[src/rtl/bscac7_dec_collect_pkg.sv]
// Shared constants for the BSCAC 7-TSV link receive path.
package bscac7_dec_collect_pkg;
   localparam int               LANES          = 7;
   localparam int               DTSV_IDX       = 0;
   localparam logic [LANES-1:0] INIT_STATE_DEF = 7'b0;
endpackage

[src/rtl/bscac7_dec_collect_free_recover.sv]
// Recovers which lanes the encoder read (free) from the previous and current TSV
// levels, and flags locked lanes whose level nevertheless changed.
module bscac7_free_recover
   import bscac7_dec_collect_pkg::*;
(
   input  logic [LANES-1:0] prev,
   input  logic [LANES-1:0] rx,
   output logic [LANES-1:0] free,
   output logic [LANES-1:1] lock_err
);
   logic [LANES-1:0] x;
   logic [LANES-1:1] p;
   logic [LANES-1:1] e;

   always_comb begin
      x = prev ~^ rx;
      p = '0;
      e = '0;
      for (int i = 1; i < LANES; i++) begin
         p[i] = prev[DTSV_IDX] ~^ prev[i];
         e[i] = prev[i] ~^ prev[i-1];
      end

      free           = '0;
      free[DTSV_IDX] = 1'b1;
      if (x[DTSV_IDX]) begin
         // DTSV held its level: a shielded lane is free if it or its lower neighbour allows it
         free[1] = 1'b1;
         for (int i = 2; i < LANES; i++)
            free[i] = e[i] | x[i-1];
      end else begin
         free[1] = p[1] | (~p[6] & ~p[2]) | (p[6] & p[2] & x[6] & x[2]);
         for (int i = 2; i <= 5; i++)
            free[i] = p[i] | (~p[i-1] & ~p[i+1]) | (~p[i-1] & ~x[i-1])
                    | (p[i-1] & p[i+1] & x[i-1] & x[i+1]);
         free[6] = p[6] | (~p[5] & ~p[1]) | (~p[5] & ~x[5]) | (~p[1] & ~x[1])
                 | (p[5] & p[1] & x[5] & x[1]);
      end

      lock_err = ~free[LANES-1:1] & ~x[LANES-1:1];
   end
endmodule

[src/rtl/bscac7_dec_collect.sv]
// Receive-side collector: turns accepted TSV beats into per-lane words, each lane
// buffered in a 2-entry FIFO.
module bscac7_dec_collect
   import bscac7_dec_collect_pkg::*;
#(
   parameter int               DATA_W     = 8,
   parameter logic [LANES-1:0] INIT_STATE = INIT_STATE_DEF
) (
   input  logic                    clk,
   input  logic                    rst_n,
   input  logic                    rx_valid,
   output logic                    rx_ready,
   input  logic [LANES-1:0]        tsv_rx,
   output logic [LANES*DATA_W-1:0] lane_data,
   output logic [LANES-1:0]        lane_valid,
   input  logic [LANES-1:0]        lane_ready,
   output logic                    err_lock
);
   localparam int              CNT_W    = (DATA_W > 1) ? $clog2(DATA_W) : 1;
   localparam logic [CNT_W-1:0] CNT_LAST = CNT_W'(DATA_W - 1);

   logic                    accept;
   logic [LANES-1:0]        prev_q, prev_d;
   logic [LANES-1:0]        free;
   logic [LANES-1:1]        lock_err;
   logic [LANES-1:0]        push;
   logic                    err_q, err_d;
   logic [CNT_W-1:0]        cnt_q  [LANES];
   logic [CNT_W-1:0]        cnt_d  [LANES];
   logic [DATA_W-1:0]       sh_q   [LANES];
   logic [DATA_W-1:0]       sh_d   [LANES];
   logic [DATA_W-1:0]       b0_q   [LANES];
   logic [DATA_W-1:0]       b0_d   [LANES];
   logic [DATA_W-1:0]       b1_q   [LANES];
   logic [DATA_W-1:0]       b1_d   [LANES];
   logic [1:0]              bcnt_q [LANES];
   logic [1:0]              bcnt_d [LANES];

   bscac7_free_recover u_free (
      .prev     (prev_q),
      .rx       (tsv_rx),
      .free     (free),
      .lock_err (lock_err)
   );

   // Ready depends only on buffer occupancy registers, never on lane_ready.
   always_comb begin
      rx_ready   = 1'b1;
      lane_valid = '0;
      lane_data  = '0;
      for (int k = 0; k < LANES; k++) begin
         if (bcnt_q[k] == 2'd2) rx_ready = 1'b0;
         lane_valid[k]                = (bcnt_q[k] != 2'd0);
         lane_data[k*DATA_W +: DATA_W] = b0_q[k];
      end
   end

   assign accept   = rx_valid & rx_ready;
   assign err_lock = err_q;

   always_comb begin
      prev_d = prev_q;
      err_d  = err_q;
      push   = '0;
      for (int k = 0; k < LANES; k++) begin
         cnt_d[k]  = cnt_q[k];
         sh_d[k]   = sh_q[k];
         b0_d[k]   = b0_q[k];
         b1_d[k]   = b1_q[k];
         bcnt_d[k] = bcnt_q[k];

         if (accept && free[k]) begin
            sh_d[k][cnt_q[k]] = tsv_rx[k];
            if (cnt_q[k] == CNT_LAST) begin
               cnt_d[k] = '0;
               push[k]  = 1'b1;
            end else begin
               cnt_d[k] = cnt_q[k] + CNT_W'(1);
            end
         end

         // Pop first, then push into the slot after the head; a push never meets a full buffer.
         if (lane_valid[k] && lane_ready[k]) begin
            b0_d[k]   = b1_q[k];
            bcnt_d[k] = bcnt_q[k] - 2'd1;
         end
         if (push[k]) begin
            if (bcnt_d[k] == 2'd0) b0_d[k] = sh_d[k];
            else                   b1_d[k] = sh_d[k];
            bcnt_d[k] = bcnt_d[k] + 2'd1;
         end
      end

      if (accept) begin
         prev_d = tsv_rx;
         if (|lock_err) err_d = 1'b1;
      end
   end

   always_ff @(posedge clk or negedge rst_n) begin
      if (!rst_n) begin
         prev_q <= INIT_STATE;
         err_q  <= 1'b0;
         for (int k = 0; k < LANES; k++) begin
            cnt_q[k]  <= '0;
            sh_q[k]   <= '0;
            b0_q[k]   <= '0;
            b1_q[k]   <= '0;
            bcnt_q[k] <= '0;
         end
      end else begin
         prev_q <= prev_d;
         err_q  <= err_d;
         for (int k = 0; k < LANES; k++) begin
            cnt_q[k]  <= cnt_d[k];
            sh_q[k]   <= sh_d[k];
            b0_q[k]   <= b0_d[k];
            b1_q[k]   <= b1_d[k];
            bcnt_q[k] <= bcnt_d[k];
         end
      end
   end
endmodule

[config.mk]
export PLATFORM = sky130hd
export DESIGN_NAME = bscac7_dec_collect
export DESIGN_NICKNAME = d
export VERILOG_FILES = /design/src/rtl/bscac7_dec_collect_pkg.sv /design/src/rtl/bscac7_dec_collect_free_recover.sv /design/src/rtl/bscac7_dec_collect.sv
export SDC_FILE = /design/constraint.sdc
export NUM_CORES = 1
export LEC_CHECK = 0
export ABC_AREA = 1
export CORE_MARGIN = 3
export CORE_UTILIZATION = 38
export CTS_CLUSTER_SIZE = 10
export DETAILED_ROUTE_END_ITERATION = 8
export GPL_ROUTABILITY_DRIVEN = 0
export SYNTH_ARGS = -nofsm -noshare
export SYNTH_HDL_FRONTEND = slang
export SYNTH_SLANG_ARGS = --single-unit
[constraint.sdc]
create_clock -name clk -period 2.92 [get_ports clk]
set_input_delay 0.584 -clock clk [delete_from_list [all_inputs] [get_ports clk]]
set_output_delay 0.584 -clock clk [all_outputs]
set_load 0.03 [all_outputs]
# == After elaboration in Yosys (flattened, before gate mapping) ==
# Cells that the tools add are included.
# totals
register_bits,211
latch_bits,0
ram_bits,0
rom_bits,0
output_inout_bits,65
mem_count,0
# classes
add_sub_neg,21
mul,0
n_div,0
n_lt_le_gt_ge,14
eq_ne,14
shift,0
muxes,92
n_bitwise,86
n_reduce_logical,43
# ops
cell,count
8-bit 2-to-1 mux,28
8-bit bitwise mux,7
1-bit bitwise AND,30
"3-bit by 4-bit less-than comparator with 1-bit output, second input constant",7
1-bit 2-to-1 mux,28
2-bit 2-to-1 mux,14
1-bit OR,23
"3-bit by 1-bit adder with 3-bit output, second input constant",7
1-bit demux with 3-bit select,7
"3-bit == test, second input constant",7
"3-bit by 1-bit >= comparator with 1-bit output, second input constant",7
3-bit 2-to-1 mux,7
1-bit logical AND,20
1-bit NOT,18
2-bit AND reduction,8
"2-bit by 1-bit adder with 2-bit output, second input constant",7
"2-bit == test, second input constant",7
2-bit logical NOT,7
2-bit nonzero test,7
"2-bit by 1-bit subtractor with 2-bit output, second input constant",7
6-bit NOT,2
1-bit bitwise XNOR,11
7-bit bitwise XNOR,1
6-bit bitwise AND,1
2 further kinds,2

# == Longest topological paths before layout ==
# Gate-level depths: netlist of the first run.
# depth
depth_word,13
mapped_depth,15
depth_no_buf,13

# == Hierarchy ==
# From an unflattened synthesis of the first run, not the netlist that was laid out.
# unflattened
hier_cells,1529
area_unflattened_um2,11626.2
# by_module_without_submodules
module,instances,cells_per_inst,area_per_inst_um2,seq_area_each_um2
bscac7_dec_collect,1,1383,11005.6,5280.1
bscac7_free_recover,1,146,620.6,0.0

# == Worst setup path before layout of the first run ==
# No wires, ideal clock.
# synth_path
path_kind,reg-to-reg
startpoint,reg bcnt_q[10] (netlist bit)
endpoint,"reg b0_q, in the netlist lane_data[10]"
arrival_time_ns,2.275
slack_ns,0.526
stages_incl_launch_ff,12
n_path_buf,2
synth_period_minus_slack_ns,2.394
cell_sequence,dfrtp_1 > inv_1 > ha_1 > clkinv_1 > nand2_1 > clkbuf_1 > nor2_1 > a21oi_1 > ha_1 > nand2_4 > buf_4 > o21a_1
# synth_lines
element,line_no,text
"start, declared",bscac7_dec_collect.sv:36,logic [1:0] bcnt_q [LANES];
"start signal, assigned by index",bscac7_dec_collect.sv:119,bcnt_q[k] <= bcnt_d[k];
"end signal, assigned by index",bscac7_dec_collect.sv:117,b0_q[k] <= b0_d[k];
"end, declared",bscac7_dec_collect.sv:32,logic [DATA_W-1:0] b0_q [LANES];

# == Worst setup path in the final report of the first run ==
# layout_path
startpoint,reg bcnt_q[10] (netlist bit)
endpoint,out rx_ready
# layout_via
elab_chain_cells,7
# layout_rtl
element,line_no,text
2-bit == test,bscac7_dec_collect.sv:52,if (bcnt_q[k] == 2'd2) rx_ready = 1'b0;
1-bit 2-to-1 mux (6 in a row),bscac7_dec_collect.sv:52,
"end, declared",bscac7_dec_collect.sv:12,"output logic rx_ready,"
# Every way passes these cells.

==> metrics.csv, run 1 <==
metric,value,unit
slowest_stage,dlygate4sd2_1,
synth_cells,1344,
drtIter0Drc,492,
worst_pin_slew,0.594,ns
num_antenna_cells,0,
synth_area_per_cell,8.27,um^2
drc,0,
cts_tree,built,
antenna_found_initial,1,
maxSlewViolCount,0,
num_vias,8540,
ant_nets,0,
vdd_drop_max,0.491,mV
yosys_warnings,0,
dr.pass1.iters,6,
ctsLongestPathBuffers,3,
cp_slowest_stage_delay,0.42,ns
place_inst,1792,
slew_headroom,60.4,%
finalHoldWorstSlack,0.0295,ns
leakage,6.38,nW
fin_util,46.4,%
setup_tns,0,ns
synthMostInstantiatedCell,nand2_1,
syn_nets,1396,
crit_family,simple AND/OR/NAND/NOR gates,
initial_core_util,39.3,%
numCtsBuffers,26,
port_buffers,81,
fin_nets,1494,
overflow,0,
total_power,14.7,mW
drt-total-wl,22.6,mm
path_cells,"inv_1, ha_1, nor2_1, nand2_1, nor2_1, dlygate4sd2_1",
htree_levels,1,
worst-path-buf-inv,2,
synth_area_leaders,"dfrtp_1 47%, nand2_1 12%, o21ai_0 5.7%",
final_cells,1830,
status,finished clean,
postCtsHoldBufs,0,
area_growth,18.1,%
root_buffer,clkbuf_16,
core,28300,um^2
rsz0062_at_grt,no,
clk_pin_slew_worst_paths,0.06,ns
fin_skew,0.0101,ns
cts.sinks,211,
fin_area,13100,um^2
avgRoutedWirePerCell,12.3,um
cts_resized,1,
power_density,1120,nW/um^2
synth-main-ff-cell,dfrtp_1,
drive_above_1_share,13.3,%
die_x,177,um
endpoint_kind,primary output,
io_pins,82,
synth_enable_flop_cells,0,
grt_pass1_vias,8489,
async_flop_share,100,%
post_cts_buffers,0,
finalCriticalPeriod,2.72,ns
yosysTopAreaCellShare,47.5,%
cap_violations,0,
place_area,12400,um^2
arrival,2.14,ns
yosysSeqAreaShare,47.5,%
finalHoldViolations,0,
crit_fanout,2,
yosys.area.top_type,dfrtp_1,
clk_latency,0.52,ns
fp-row-count,61,
fp.dieH,177,um
place_hpwl,16.1,mm
via_per_inst,4.67,
ys_seq_elements,211,
grt_max_degree,71,
fin_crit_sh,93.3,%
grt_util_all_layers,14.9,%
syn_area,11100,um^2
die-area,31300,um^2
final-setup-viol-count,0,
synth_cell_types,39,
cpMostUsedCell,nor2_1,
fin_ws,0.197,ns
crit_type,reg -> out,
crit_path_start_kind,flop,
required,2.34,ns
fmax,367,MHz
hold_path_class,in -> async,
synth_common_cells,"367 x nand2_1, 211 x dfrtp_1, 150 x nor2_1",
preCtsSetupSlack,0.126,ns
grt_pass1_wl,39.9,mm
metal layers:
| metal | routed length [um] | global-route usage [%] |
|---|---|---|
| met4 | 480 | 3.93 |
| met3 | 881 | 2.49 |
| met2 | 10300 | 24.7 |
| met1 | 10900 | 20.3 |
| met5 | 20 | 0 |
area by class of cell:
cell class / instances / area, um^2
Clock buffer: 36 / 749
Sequential cell: 211 / 5280
Timing Repair Buffer: 103 / 1020
Multi-Input combinational cell: 957 / 5050
Inverter: 143 / 549
Clock inverter: 2 / 10.0
Fill cell: 2740 / 15200
Tap cell: 378 / 473
placed cells by master (no fill, tap or decap), drive strengths merged:
cell	netlist	layout
nand2	408	408
dfrtp	211	211
nor2	165	165
o21ai	160	160
inv	139	139
nand3	87	87
clkdlybuf4s50	0	79
clkbuf	10	36
ha	35	35
a21oi	33	33
buf	23	23
mux2	16	16
o21a	16	16
xor2	12	12
o211ai	8	8
nand4	8	8
xnor2	6	6
clkinv	4	6
nor3	2	2
nor3b	1	1
dlygate4sd2	0	1
sequential cells by signal (all words and copies together) (netlist names):
signal / cells
prev_q: 7
b1_q: 56
sh_q: 56
cnt_q: 21
bcnt_q: 14
lane_data: 56
err_lock: 1
kinds of logic (layout without fill, tap and decap cells):
logic type	Yosys count	count (layout)	synth area share, %
AOI/OAI and AO/OA	217	217	11.1
xor gates and xnor gates	18	18	1.42
adders and majority gates	35	35	3.94
buffers and inverters	176	284	7.16
DFF	211	211	47.5
muxes	16	16	1.62
and+or+nand+nor	671	671	27.3
final timing paths:
check / slack (ns) / from / to / cells after the start
max in group asynchronous: 2.16 / rst_n / b1_q[6]$_DFFE_PN0P_ / 2
setup / recovery: 0.20 / bcnt_q[10]$_DFF_PN0_ / rx_ready / 6
setup reg to reg: 0.42 / bcnt_q[10]$_DFF_PN0_ / b1_q[16]$_DFFE_PN0P_ / 11
hold reg to reg: 0.47 / err_lock$_DFFE_PN0P_ / err_lock$_DFFE_PN0P_ / 2
hold / removal: 0.03 / rst_n / lane_data[20]$_DFF_PN0_ / 1
min in group clk: 0.47 / err_lock$_DFFE_PN0P_ / err_lock$_DFFE_PN0P_ / 2
power breakdown:
| group | internal, mW | switching, mW | leakage (nW) |
|---|---|---|---|
| Clock | 1.75 | 1.16 | 0.375 |
| Sequential | 4.13 | 0.819 | 2.57 |
| Combinational | 2.54 | 4.29 | 3.44 |
| Total | 8.43 | 6.28 | 6.38 |
(Power assumes the default switching activity.)
==> run 2: changes to the inputs <==
--- a/config.mk
+++ b/config.mk
@@ -6,11 +6,13 @@
 export NUM_CORES = 1
 export LEC_CHECK = 0
 export ABC_AREA = 1
+export CORE_ASPECT_RATIO = 0.6
 export CORE_MARGIN = 3
 export CORE_UTILIZATION = 38
 export CTS_CLUSTER_SIZE = 10
 export DETAILED_ROUTE_END_ITERATION = 8
 export GPL_ROUTABILITY_DRIVEN = 0
+export PLACE_DENSITY = 0.58
 export SYNTH_ARGS = -nofsm -noshare
 export SYNTH_HDL_FRONTEND = slang
 export SYNTH_SLANG_ARGS = --single-unit
==> run 2 against run 1 <==
  * Clock-buffer cell count is 8 lower
  * Clock skew is 0.00071 ns lower
  * Sequential share of layout area is 0.24 points higher
  * Clock power is 4% lower
  * Combinational power is 2% higher
  * Critical endpoint is now lane_valid[1]
  * Largest cell class unchanged
  * Largest power group unchanged
==> metrics.csv, run 2 (same netlist as run 1, synthesis figures left out) <==
metric,value,unit
hold_path_class,in -> async,
io_pins,82,
grt_util_all_layers,16.0,%
r2r_cells,11,
initial_core_util,39.5,%
core,28200,um^2
fp.dieH,138,um
cts_tree,built,
ant_nets,0,
drive_above_1_share,13.1,%
num_vias,8597,
endpoint_kind,primary output,
die-area,31400,um^2
p_int,8.35,mW
port_buffers,81,
post_cts_buffers,0,
finalCriticalPeriod,2.69,ns
drc,0,
slew_headroom,57.9,%
grt_max_degree,79,
clk_latency,0.52,ns
layout_common_cells,"367 x nand2_1, 211 x dfrtp_1, 150 x nor2_1",
cap_violations,0,
crit_type,reg -> out,
total_power,14.8,mW
crit_path_start_kind,flop,
ctsLongestPathBuffers,3,
fmax,372,MHz
path_cells,"inv_1, ha_1, clkinv_1, clkdlybuf4s50_1",
fp-row-count,47,
combPwrFrac,47.3,%
cts.sinks,211,
finalHoldViolations,0,
num_antenna_cells,0,
grt_pass1_vias,8143,
required,2.34,ns
place_area,12400,um^2
final-setup-viol-count,0,
finalHoldWorstSlack,0.0644,ns
rsz0062_at_grt,no,
via_per_inst,4.75,
drt-total-wl,24.7,mm
switchingPower,6.42,mW
root_buffer,clkbuf_16,
avgRoutedWirePerCell,13.6,um
postCtsHoldBufs,0,
area_growth,17.4,%
fin_nets,1494,
fin_area,13000,um^2
numCtsBuffers,25,
htree_levels,1,
status,finished clean,
overflow,0,
leakage,6.35,nW
worst_pin_slew,0.631,ns
drtIter0Drc,624,
setup_tns,0,ns
maxSlewViolCount,0,
p_clk_share,19.0,%
place_hpwl,17.6,mm
fin_crit_sh,92.1,%
die_x,227,um
grt_pass1_wl,42.0,mm
slowest_stage,clkdlybuf4s50_1,
vdd_drop_max,0.501,mV
clk_pin_slew_worst_paths,0.06,ns
cts_resized,1,
fin_skew,0.00941,ns
final_common_cell,nand2_1,
power_frac_seq,33.7,%
crit_fanout,10,
cp_slowest_stage_delay,0.69,ns
arrival,2.11,ns
antenna_found_initial,0,
power_density,1130,nW/um^2
sw_frac_of_total,43.5,%
dr.pass1.iters,5,
-- run 2: final timing paths --
path | start | endpoint | slack [ns]
worst max-delay path | bcnt_q[10]$_DFF_PN0_ | lane_valid[1] | 0.23
worst min-delay path | rst_n | b1_q[45]$_DFFE_PN0P_ | 0.06
worst max register to register | bcnt_q[10]$_DFF_PN0_ | lane_data[24]$_DFF_PN0_ | 0.40
worst min register to register | b1_q[47]$_DFFE_PN0P_ | b1_q[47]$_DFFE_PN0P_ | 0.47
max in group asynchronous | rst_n | cnt_q[5]$_DFFE_PN0N_ | 2.10
min in group clk | b1_q[47]$_DFFE_PN0P_ | b1_q[47]$_DFFE_PN0P_ | 0.47
-- run 2: stage by stage --
| step | worst slack (ns) | util [%] | std cells |
|---|---|---|---|
| after CTS | 0.158 | 46.3 | 1811 |
| after global routing | 0.0839 | 46.3 | 1811 |
| after detailed placement | 0.168 | 43.9 | 1782 |
| after global placement | 0.187 | 43.9 | 1782 |
| final | 0.231 | 46.3 | 1811 |
| after floorplan | 0.526 | - | 1344 |
-- run 2: cell type report --
type | instances | area, um^2
repair buffers | 104 | 1020
multi-input cells | 957 | 5050
well taps | 367 | 459
clock buffers | 28 | 657
clock inverters | 1 | 30.0
inverters | 143 | 549
fillers | 2729 | 15100
flip-flops and latches | 211 | 5280
-- run 2: metal layers --
metal  part of all wire [%]  global-route usage [%]
met3                    3.6                    2.99
met1                     55                    25.6
met2                     41                    22.7
met5                      0                       0
met4                    1.2                    2.46
-- run 2: worst max-delay path, delay by kind of cell (launching register included) --
| family | cells | cell delay [ns] |
|---|---|---|
| buffers and inverters | 3 | 1.04 |
| DFF | 1 | 0.38 |
| adders and majority gates | 1 | 0.15 |
-- run 2: power by group through the flow --
stage               registers [mW]  clock network, mW  logic (mW)
floorplan                     5.46                  0        4.53
global placement              5.00                  0        6.91
detailed placement            5.01                  0        7.03
CTS                           4.98               2.89        7.07
global route                  5.16               3.01        7.91
finish                        4.99               2.80        6.99
